[src/rtl/top_level_pkg.sv]
// Shared types, constants and the Hamming(16,11) SECDED encoder
// used by the message-encoding engine.
package top_level_pkg;

    typedef enum logic [2:0] {
        RD_LO = 3'd0,
        RD_HI = 3'd1,
        ENC   = 3'd2,
        WR_LO = 3'd3,
        WR_HI = 3'd4,
        FIN   = 3'd5
    } state_t;

    localparam int          NUM_MSG  = 15;
    localparam logic [7:0]  IN_BASE  = 8'd0;
    localparam logic [7:0]  OUT_BASE = 8'd30;
    localparam logic [3:0]  LAST_IDX = 4'(NUM_MSG - 1);

    // Parity bits sit at code positions 1,2,4,8; bit 0 is overall parity.
    function automatic logic [15:0] hamming_enc(input logic [11:1] d);
        logic p8, p4, p2, p1, p0;
        p8 = ^d[11:5];
        p4 = ^{d[11:8], d[4:2]};
        p2 = d[11] ^ d[10] ^ d[7] ^ d[6] ^ d[4] ^ d[3] ^ d[1];
        p1 = d[11] ^ d[9] ^ d[7] ^ d[5] ^ d[4] ^ d[2] ^ d[1];
        p0 = ^{d, p8, p4, p2, p1};
        return {d[11:5], p8, d[4:2], p4, d[1], p2, p1, p0};
    endfunction

endpackage

[src/rtl/data_mem.sv]
// 256x8 data memory: combinational read, single synchronous write port.
// Contents survive reset so the bench can preload messages.
module data_mem (
    input  logic       clk,
    input  logic       we,
    input  logic [7:0] addr,
    input  logic [7:0] wdata,
    output logic [7:0] rdata
);

    logic [7:0] core [0:255];

    assign rdata = core[addr];

    always_ff @(posedge clk) begin
        if (we) begin
            core[addr] <= wdata;
        end
    end

endmodule

[src/rtl/reg_file.sv]
// 8x8 register file with one write port carrying per-register enables;
// all registers are visible on the read side every cycle.
module reg_file (
    input  logic            clk,
    input  logic [7:0]      we,
    input  logic [7:0][7:0] wd,
    output logic [7:0][7:0] rd
);

    logic [7:0] core [0:7];

    always_ff @(posedge clk) begin
        for (int k = 0; k < 8; k++) begin
            if (we[k]) begin
                core[k] <= wd[k];
            end
        end
    end

    always_comb begin
        for (int k = 0; k < 8; k++) begin
            rd[k] = core[k];
        end
    end

endmodule

[src/rtl/top_level.sv]
// Encodes 15 11-bit messages from data memory into 16-bit SECDED
// words, one FSM state per cycle, five cycles per message.
import top_level_pkg::*;

module top_level (
    input  logic clk,
    input  logic reset,
    output logic done
);

    state_t          state;
    logic [15:0]     prog_ctr;

    logic [7:0]      rf_we;
    logic [7:0][7:0] rf_wd;
    logic [7:0][7:0] rf_rd;

    logic            dm_we;
    logic [7:0]      dm_addr;
    logic [7:0]      dm_wdata;
    logic [7:0]      dm_rdata;

    logic [3:0]      idx;
    logic [7:0]      off;
    logic [15:0]     word;

    data_mem dm1 (
        .clk   (clk),
        .we    (dm_we),
        .addr  (dm_addr),
        .wdata (dm_wdata),
        .rdata (dm_rdata)
    );

    reg_file rf1 (
        .clk (clk),
        .we  (rf_we),
        .wd  (rf_wd),
        .rd  (rf_rd)
    );

    // r4 carries the message index; each message occupies two bytes.
    assign idx  = rf_rd[4][3:0];
    assign off  = {3'b000, idx, 1'b0};
    assign word = hamming_enc({rf_rd[1][2:0], rf_rd[0]});

    always_comb begin
        dm_addr = IN_BASE + off;
        unique case (state)
            RD_HI:   dm_addr = IN_BASE + off + 8'd1;
            WR_LO:   dm_addr = OUT_BASE + off;
            WR_HI:   dm_addr = OUT_BASE + off + 8'd1;
            default: dm_addr = IN_BASE + off;
        endcase
    end

    always_comb begin
        rf_we    = '0;
        rf_wd    = '0;
        dm_we    = 1'b0;
        dm_wdata = '0;
        if (reset) begin
            rf_we = '1;
        end else begin
            unique case (state)
                RD_LO: begin
                    rf_we[0] = 1'b1;
                    rf_wd[0] = dm_rdata;
                    rf_we[5] = 1'b1;
                    rf_wd[5] = dm_addr;
                end
                RD_HI: begin
                    rf_we[1] = 1'b1;
                    rf_wd[1] = dm_rdata;
                    rf_we[5] = 1'b1;
                    rf_wd[5] = dm_addr;
                end
                ENC: begin
                    rf_we[2] = 1'b1;
                    rf_wd[2] = word[7:0];
                    rf_we[3] = 1'b1;
                    rf_wd[3] = word[15:8];
                end
                WR_LO: begin
                    dm_we    = 1'b1;
                    dm_wdata = rf_rd[2];
                    rf_we[7] = 1'b1;
                    rf_wd[7] = rf_rd[2];
                    rf_we[6] = 1'b1;
                    rf_wd[6] = dm_addr;
                end
                WR_HI: begin
                    dm_we    = 1'b1;
                    dm_wdata = rf_rd[3];
                    rf_we[7] = 1'b1;
                    rf_wd[7] = rf_rd[3];
                    rf_we[6] = 1'b1;
                    rf_wd[6] = dm_addr;
                    rf_we[4] = 1'b1;
                    rf_wd[4] = {4'd0, idx + 4'd1};
                end
                default: begin
                    dm_we = 1'b0;
                end
            endcase
        end
    end

    always_ff @(posedge clk) begin
        if (reset) begin
            state    <= RD_LO;
            done     <= 1'b0;
            prog_ctr <= '0;
        end else begin
            if (state != FIN) begin
                prog_ctr <= prog_ctr + 16'd1;
            end
            unique case (state)
                RD_LO: state <= RD_HI;
                RD_HI: state <= ENC;
                ENC:   state <= WR_LO;
                WR_LO: state <= WR_HI;
                WR_HI: begin
                    if (idx == LAST_IDX) begin
                        state <= FIN;
                        done  <= 1'b1;
                    end else begin
                        state <= RD_LO;
                    end
                end
                FIN:     done  <= 1'b1;
                default: state <= RD_LO;
            endcase
        end
    end

endmodule

[config.mk]
export PLATFORM = sky130hd
export DESIGN_NAME = top_level
export DESIGN_NICKNAME = d
export VERILOG_FILES = /design/src/rtl/top_level_pkg.sv /design/src/rtl/data_mem.sv /design/src/rtl/reg_file.sv /design/src/rtl/top_level.sv
export SDC_FILE = /design/constraint.sdc
export NUM_CORES = 1
export LEC_CHECK = 0
export BUFFER_PORTS_ARGS = -buffer_cell sky130_fd_sc_hd__buf_2
export CAP_MARGIN = 15
export CORE_MARGIN = 3
export CORE_UTILIZATION = 64
export CTS_CLUSTER_DIAMETER = 150
export CTS_CLUSTER_SIZE = 24
export DETAILED_ROUTE_END_ITERATION = 7
export HOLD_SLACK_MARGIN = 0.03
export PLACE_DENSITY = 0.8
export SETUP_SLACK_MARGIN = 0.3
export SLEW_MARGIN = 20
export SYNTH_ARGS = -nofsm -noshare
export SYNTH_HDL_FRONTEND = slang
export SYNTH_HIERARCHICAL = 1
export SYNTH_SLANG_ARGS = --single-unit
[constraint.sdc]
create_clock -name clk -period 9.6 [get_ports clk]
set_input_delay 0.96 -clock clk [delete_from_list [all_inputs] [get_ports clk]]
set_output_delay 0.96 -clock clk [all_outputs]
set_load 0.1 [all_outputs]
==> results.cfg, run 1 <==
[outcome]
failing_step = 2_4_floorplan_pdn
status = did not finish
firstError = [ERROR PDN-0185] Insufficient width (25.30 um) to add straps on layer met4 in grid "grid" with total strap width 15.2 um and offset 13.6 um.

[die]
start_util = 0.761
dieWidth_um = 31.6
die_y_um = 31.6
rows = 8

[yosys]
syn-cell-area_um2 = 419
synth_fp_nets = 49
synth.avg_cell_area_um2 = 9.53
ys_warn_count = 6
syn_inst = 44
==> run 2: changes to the inputs <==
--- a/config.mk
+++ b/config.mk
@@ -8,13 +8,9 @@
 export BUFFER_PORTS_ARGS = -buffer_cell sky130_fd_sc_hd__buf_2
 export CAP_MARGIN = 15
 export CORE_MARGIN = 3
-export CORE_UTILIZATION = 64
-export CTS_CLUSTER_DIAMETER = 150
-export CTS_CLUSTER_SIZE = 24
+export CORE_UTILIZATION = 40
 export DETAILED_ROUTE_END_ITERATION = 7
-export HOLD_SLACK_MARGIN = 0.03
-export PLACE_DENSITY = 0.8
-export SETUP_SLACK_MARGIN = 0.3
+export PLACE_DENSITY_LB_ADDON = 0.15
 export SLEW_MARGIN = 20
 export SYNTH_ARGS = -nofsm -noshare
 export SYNTH_HDL_FRONTEND = slang
==> run 2 against run 1 <==
Against the previous run: the flow now finishes without violations; area after synthesis is the same; synthesized cell count is the same.
==> results.cfg, run 2 <==
[sta]
fin_skew_ps = 7.36
slew_headroom = 0.680
min_period_ps = 1950
worstMarginPinSlew_ps = 483
setup_tns_ps = 0
rsz0062_at_grt = no
final_hold_viol_count = 0
hold_slack_ps = 449
setup-violations-final = 0
period_share = 0.203
slew_violations = 0
max_freq_mhz = 513

[die]
dieWidth_um = 38.4
start_util = 0.441
coreArea_um2 = 950
die_y_um = 38.4
rows = 11
dieArea_mm2 = 0.00147
io_pins = 3

[drt]
drt_iter0_drc = 2
drc_errors = 0
vias_per_cell = 4.65
final_antenna_net_count = 0
num_vias = 265
dr.pass1.iters = 4
wl_um = 598
avgRoutedWirePerCell_um = 10.5

[cts]
tritoncts = yes
clock_path_buffers = 2
cts_resized = 0
post_cts_buffers = 0
cts_max_level = 1
cts_inserted_buffers = 3
cts.sinks = 8
cts_root_buf = clkbuf_2
path_clk_slew_ps = 90
cts-hold-fix-buffers = 0
clock_latency_ps = 230

[worst_setup_path]
cp.buffers_inverters = 1
path_max_fanout = 2
start_kind = register
cp_top_family = buffers and inverters
worst_ep_required_time_ps = 8640
worst_setup_path_end_kind = output pin
critPathArrivalTime_ps = 990
worstSetupPathType = register to output pin
max_stage_delay_ps = 420
cpMaxStageDelayCell = buf_2
path_cells = buf_2

[grt]
grt_max_degree = 8
grt_pass1_vias = 261
grt_overflow_total = 0
grt.total_usage = 0.106
grt_first_pass_wirelength_um = 1100
antenna_found_initial = 0

[finish]
top_register = rf1/core
syn2layout_area_growth_pct = 3.28
finalNonFillerCells = 57
n_antenna_cell = 0
fin_util = 0.456
num-nets-final = 50
reg_top3 = rf1/core (4), state (3), done (1)
largest_reg_flops = 4
seq_area_um2 = 200
drive_gt1_frac = 0.205
multi_input_area_um2 = 173
design_area_um2 = 433
fill_cells = 95
layout_common_cells = nor2_1, dfxtp_1, edfxtp_1

[power]
ir_worst_vdd_v = 0.0000703
power.leakage_nw = 0.173
pwr_density_cell_mw_per_mm2 = 155

[placed_design]
dpl.hpwl_um = 447
dpl-instance-area_um2 = 414
gp_congestion = 0.692
dp.cells = 53
numPortBuffers = 2

[yosys]
synth.avg_cell_area_um2 = 9.53
synth_fp_nets = 49
syn_inst = 44
ys_warn_count = 6
syn-cell-area_um2 = 419

[job]
maxCapViolCount = 0

[min_path]
min_path_type = register to register

[outcome]
status = finished clean
==> run 2: path summary, 6_finish.rpt <==
path / end / slack (ps) / cells past startpoint / start
setup / recovery: done / 7650 / 1 / done$_SDFFE_PP0P_
hold / removal: done$_SDFFE_PP0P_ / 450 / 2 / done$_SDFFE_PP0P_
setup reg to reg: state[2]$_SDFFE_PP0N_ / 8120 / 5 / rf1/core[1][0]$_DFFE_PP_
hold reg to reg: done$_SDFFE_PP0P_ / 450 / 2 / done$_SDFFE_PP0P_
==> run 2: worst min-delay path, stage by stage, from the launching register on <==
cell and delay [ps]:
dfxtp_1 320, inv_1 40, a21oi_1 50
==> run 2: through the flow <==
step           power (mW)  setup slack (ps)
2_1_floorplan      0.0457              7720
3_3_place_gp       0.0454              7840
3_5_place_dp       0.0458              7850
4_1_cts            0.0677              7630
5_1_grt            0.0707              7590
6_report           0.0670              7650
==> run 2: report_power, final <==
group          total (mW)  leakage (nW)  switching (mW)  internal, mW
sequential         0.0400        0.0742         0.00229        0.0377
combinational     0.00501        0.0851         0.00268       0.00233
clock              0.0220        0.0136          0.0119        0.0101
==> run 2: metal layers <==
layer | global-route usage | vias up | part of all wire
met3 | 0.0349 | 0 | 0.035
li1 | - | 138 | -
met4 | 0.0256 | 0 | 0
met2 | 0.180 | 4 | 0.46
met1 | 0.127 | 123 | 0.50
met5 | 0 | - | 0
==> run 2: layout make-up <==
cell class | instances | share of cell area
Clock buffer | 4 | 0.0434
Inverter | 4 | 0.0347
Multi-Input combinational cell | 26 | 0.399
Sequential cell | 8 | 0.462
Tap cell | 13 | 0.0376
Timing Repair Buffer | 2 | 0.0231
Power figures use the tool's default switching activity.
==> run 3: changes to the inputs <==
--- a/config.mk
+++ b/config.mk
@@ -5,6 +5,7 @@
 export SDC_FILE = /design/constraint.sdc
 export NUM_CORES = 1
 export LEC_CHECK = 0
+export ABC_AREA = 1
 export BUFFER_PORTS_ARGS = -buffer_cell sky130_fd_sc_hd__buf_2
 export CAP_MARGIN = 15
 export CORE_MARGIN = 3
==> constraint.sdc (replaced) <==
create_clock -name clk -period 1.9 [get_ports clk]
set_input_delay 0.19 -clock clk [delete_from_list [all_inputs] [get_ports clk]]
set_output_delay 0.19 -clock clk [all_outputs]
set_load 0.1 [all_outputs]
==> run 3 against run 2 <==
Against the previous run: routed wire length increased by 4.5%; critical path type unchanged; clock-buffer cell count stayed put; utilization rose by 3.5 points.
==> results.cfg, run 3 <==
[cts]
cts_max_level = 1
post_cts_buffers = 0
clock_path_buffers = 2
clock_latency_ps = 260
cts.sinks = 8
cts_root_buf = clkbuf_4
cts-hold-fix-buffers = 0
cts_inserted_buffers = 3
path_clk_slew_ps = 50
cts_resized = 0
tritoncts = yes

[worst_setup_path]
max_stage_delay_ps = 420
worst_ep_required_time_ps = 1710
start_kind = register
worstSetupPathType = register to output pin
path_cells = buf_2
worst_setup_path_end_kind = output pin
path_max_fanout = 2
cp_top_family = buffers and inverters
critPathArrivalTime_ps = 990
cpMaxStageDelayCell = buf_2
cp.buffers_inverters = 1

[yosys]
syn-cell-area_um2 = 439
synth_fp_nets = 58
ys_warn_count = 6
synth.avg_cell_area_um2 = 8.29
syn_inst = 53

[die]
io_pins = 3
die_y_um = 39.1
dieWidth_um = 39.1
coreArea_um2 = 977
rows = 11
start_util = 0.449
dieArea_mm2 = 0.00153

[sta]
setup-violations-final = 0
fin_skew_ps = 6.64
worstMarginPinSlew_ps = 482
min_period_ps = 1180
slew_violations = 0
setup_ws_ps = 720
final_hold_viol_count = 0
period_share = 0.621
slew_headroom = 0.681
setup_tns_ps = 0
rsz0062_at_grt = no
max_freq_mhz = 847

[drt]
drc_errors = 0
num_vias = 294
avgRoutedWirePerCell_um = 9.06
dr.pass1.iters = 5
wl_um = 625
vias_per_cell = 4.26
drt_iter0_drc = 10
final_antenna_net_count = 0

[power]
pwr_density_cell_mw_per_mm2 = 794
power_frac_clock = 0.368
power.leakage_nw = 0.219
ir_worst_vdd_v = 0.000356
power.total_mw = 0.381
power.switching_mw = 0.0950
share_comb_of_total_power = 0.098
switching_share = 0.250
p_int_mw = 0.286
p_seq_frac = 0.534

[finish]
drive_gt1_frac = 0.268
largest_reg_flops = 4
syn2layout_area_growth_pct = 9.12
num-nets-final = 62
layout_commonest_cell = inv_1
n_antenna_cell = 0
fill_cells = 98
top_register = rf1/core
finalNonFillerCells = 69
layout_common_cells = inv_1, nor2_1, inv_2, dfxtp_1, edfxtp_1
reg_top3 = rf1/core (4), state (3), done (1)
fin_util = 0.490

[grt]
antenna_found_initial = 0
grt_pass1_vias = 288
groute.layer.met2.usage = 0.156
grt.total_usage = 0.116
grt_first_pass_wirelength_um = 1080
top_usage_layer = met2
use_met3 = 0.0347
grt_overflow_total = 0
met1_usage = 0.135
grt_max_degree = 8

[placed_design]
dpl.hpwl_um = 482
numPortBuffers = 2
post-place-ws_ps = 813
gp_congestion = 0.672
dp.cells = 65

[min_path]
min_path_type = input pin to register

[job]
maxCapViolCount = 0

[outcome]
status = finished clean
## run 3: power groups by stage
stage / registers [mW] / clock network, mW / logic, mW
detailed placement: 0.207 / 0 / 0.0372
finish: 0.203 / 0.140 / 0.0373
global placement: 0.206 / 0 / 0.0357
floorplan: 0.207 / 0 / 0.0308
CTS: 0.203 / 0.146 / 0.0375
global route: 0.205 / 0.150 / 0.0433
## run 3: metal layers
layer | vias to the layer above | wire length (µm)
met5 | - | 0
met4 | 0 | 22
met3 | 4 | 32
met2 | 5 | 260
met1 | 119 | 310
li1 | 166 | -
## run 3: path summary, 6_finish.rpt
path / startpoint / to / slack, ps / cells past startpoint
worst max-delay path: done$_SDFFE_PP0P_ / done / 720 / 1
worst min-delay path: reset / done$_SDFFE_PP0P_ / 210 / 2
worst max register to register: rf1/core[1][0]$_DFFE_PP_ / rf1/core[1][2]$_DFFE_PP_ / 810 / 3
worst min register to register: done$_SDFFE_PP0P_ / done$_SDFFE_PP0P_ / 470 / 2
## run 3: cell type report
| cell class | count | area (µm²) | share of cell area |
|---|---|---|---|
| Clock buffer | 4 | 26.3 | 0.0548 |
| Inverter | 16 | 60.1 | 0.125 |
| Multi-Input combinational cell | 26 | 166 | 0.347 |
| Sequential cell | 8 | 200 | 0.418 |
| Tap cell | 13 | 16.3 | 0.0339 |
| Timing Repair Buffer | 2 | 10.0 | 0.0209 |
## run 3: stage by stage
step | cell area [µm²] | hold WS, ps
after detailed placement | 453 | 469
after floorplan | 439 | 412
after global placement | 453 | 458
after CTS | 479 | 200
after global routing | 479 | 216
final | 479 | 206
==> run 4: changes to the inputs <==
--- a/config.mk
+++ b/config.mk
@@ -5,7 +5,7 @@
 export SDC_FILE = /design/constraint.sdc
 export NUM_CORES = 1
 export LEC_CHECK = 0
-export ABC_AREA = 1
+export ABC_AREA = 0
 export BUFFER_PORTS_ARGS = -buffer_cell sky130_fd_sc_hd__buf_2
 export CAP_MARGIN = 15
 export CORE_MARGIN = 3
==> constraint.sdc (replaced) <==
create_clock -name clk -period 1 [get_ports clk]
set_input_delay 0.1 -clock clk [delete_from_list [all_inputs] [get_ports clk]]
set_output_delay 0.1 -clock clk [all_outputs]
set_load 0.1 [all_outputs]
==> run 4 against run 3 <==
Against the previous run: the run now ends with negative setup slack left; sequential cell count unchanged; clock-buffer cell count unchanged; critical path depth up 4; combinational power up 150%; non-clock buffer count up 8; via count up 5.1%; critical path type is now register to register; critical endpoint is now state[0]$_SDFFE_PP0N_; highest routed layer unchanged.
==> results.cfg, run 4 (synthesis gave the netlist of run 2 again) <==
[finish]
reg_top3 = rf1/core (4), state (3), done (1)
fill_cells = 83
syn2layout_area_growth_pct = 32.5
finalNonFillerCells = 65
layout_commonest_cell = buf_4
num-nets-final = 58
top_register = rf1/core
layout_common_cells = buf_4, edfxtp_1, nor2_1, clkbuf_2, dfxtp_1
n_antenna_cell = 0
design_area_um2 = 556
drive_gt1_frac = 0.481
largest_reg_flops = 4

[die]
dieWidth_um = 38.4
die_y_um = 38.4
coreArea_um2 = 950
dieArea_mm2 = 0.00147
rows = 11
io_pins = 3
start_util = 0.441

[drt]
dr.pass1.iters = 4
num_vias = 309
final_antenna_net_count = 0
drt_iter0_drc = 2
wl_um = 785
drc_errors = 0
vias_per_cell = 4.75
avgRoutedWirePerCell_um = 12.1

[worst_setup_path]
cp.buffers_inverters = 1
cp_top_family = flip-flops
rrSetupSlack_ps = -310
ff2ff_path_depth = 5
cpMaxStageDelayCell = edfxtp_1
worst_ep_required_time_ps = 1180
path_cells = inv_2, ha_1, a31oi_1, or3b_4, a21oi_1
worst_setup_path_end_kind = register
worstSetupPathType = register to register
path_max_fanout = 3
max_stage_delay_ps = 410
cp.depth = 5
start_kind = register
critPathArrivalTime_ps = 1490

[cts]
clock_latency_ps = 240
cts-hold-fix-buffers = 0
path_clk_slew_ps = 90
cts_inserted_buffers = 3
cts_max_level = 1
clock_path_buffers = 2
cts.sinks = 8
cts_root_buf = clkbuf_2
tritoncts = yes

[power]
power.switching_mw = 0.182
share_comb_of_total_power = 0.132
power.leakage_nw = 0.225
ir_worst_vdd_v = 0.000638
p_seq_frac = 0.554
power.total_mw = 0.691
switching_share = 0.263
power_frac_clock = 0.313
p_int_mw = 0.509
pwr_density_cell_mw_per_mm2 = 1240

[sta]
slew_violations = 0
max_freq_mhz = 761
fin_skew_ps = 5.51
period_share = 1.31
setup-violations-final = 12
setup_ws_ps = -314
slew_headroom = 0.891
min_period_ps = 1310
final_hold_viol_count = 0
rsz0062_at_grt = yes
worstMarginPinSlew_ps = 163

[grt]
grt.total_usage = 0.136
grt_pass1_vias = 312
grt_first_pass_wirelength_um = 1300
grt_overflow_total = 0
grt_max_degree = 7
antenna_found_initial = 0

[placed_design]
gp_congestion = 0.714
post-place-ws_ps = -313
dpl.hpwl_um = 537
dp.cells = 59
dpl-instance-area_um2 = 487
numPortBuffers = 2

[job]
maxCapViolCount = 0

[min_path]
min_path_type = input pin to register
hold_depth = 2

[outcome]
violations = negative setup slack
status = complete, but fails checks
-- run 4: cell count changes in the layout (fill, tap and decap cells not counted), sizes merged, moves of 2 or more --
cell	change
inv	-13
buf	+8
nor2	-5
a21oi	+2
a31oi	-2
nand2b	+2
nor3	-2
or2	+2
or3b	+2
-- run 4: worst register-to-register path, delay by kind of cell, from the launching register on --
family,cells,cell delay (ps)
AOI/OAI and AO/OA,2,200
adders and majority gates,1,150
DFF,1,410
buffers and inverters,1,90
and+or+nand+nor,1,400
-- run 4: stage by stage --
step	hold slack [ps]	TNS [ps]	util
5_1_grt	110	-2900	0.585
3_5_place_dp	347	-2040	0.513
3_3_place_gp	334	-1680	0.513
4_1_cts	93.3	-2050	0.569
2_1_floorplan	282	-1260	-
6_report	97.3	-2310	0.585
-- run 4: power groups by stage --
stage	Clock, mW	Sequential (mW)	Combinational (mW)
3_5_place_dp	0	0.389	0.0747
5_1_grt	0.234	0.386	0.102
2_1_floorplan	0	0.386	0.0581
6_report	0.216	0.383	0.0915
4_1_cts	0.222	0.383	0.0826
3_3_place_gp	0	0.388	0.0729
-- run 4: layer usage --
layer	vias to the layer above	track usage	wire length, µm
met4	0	0.0769	20
met2	5	0.222	416
li1	153	-	-
met3	3	0.0640	33
met1	148	0.143	315
met5	-	0	0
-- run 4: layout make-up --
| cell class | count | area (µm²) | share of cell area |
|---|---|---|---|
| Multi-Input combinational cell | 26 | 219 | 0.394 |
| Inverter | 4 | 15.0 | 0.0270 |
| Timing Repair Buffer | 10 | 85.1 | 0.153 |
| Tap cell | 13 | 16.3 | 0.0293 |
| Clock buffer | 4 | 18.8 | 0.0338 |
| Sequential cell | 8 | 201 | 0.363 |
-- run 4: path summary, 6_finish.rpt --
kind	start	end
worst max-delay path	rf1/core[1][0]$_DFFE_PP_	state[0]$_SDFFE_PP0N_
worst min register to register	done$_SDFFE_PP0P_	done$_SDFFE_PP0P_
worst min-delay path	reset	done$_SDFFE_PP0P_
worst max register to register	rf1/core[1][0]$_DFFE_PP_	state[0]$_SDFFE_PP0N_
-- run 4: repair_timing --
action,in CTS,in global routing
pin swaps,3,1
setup endpoints to repair,12,12
setup buffers,2,3
hold endpoints to repair,0,0
gates resized for setup,8,0
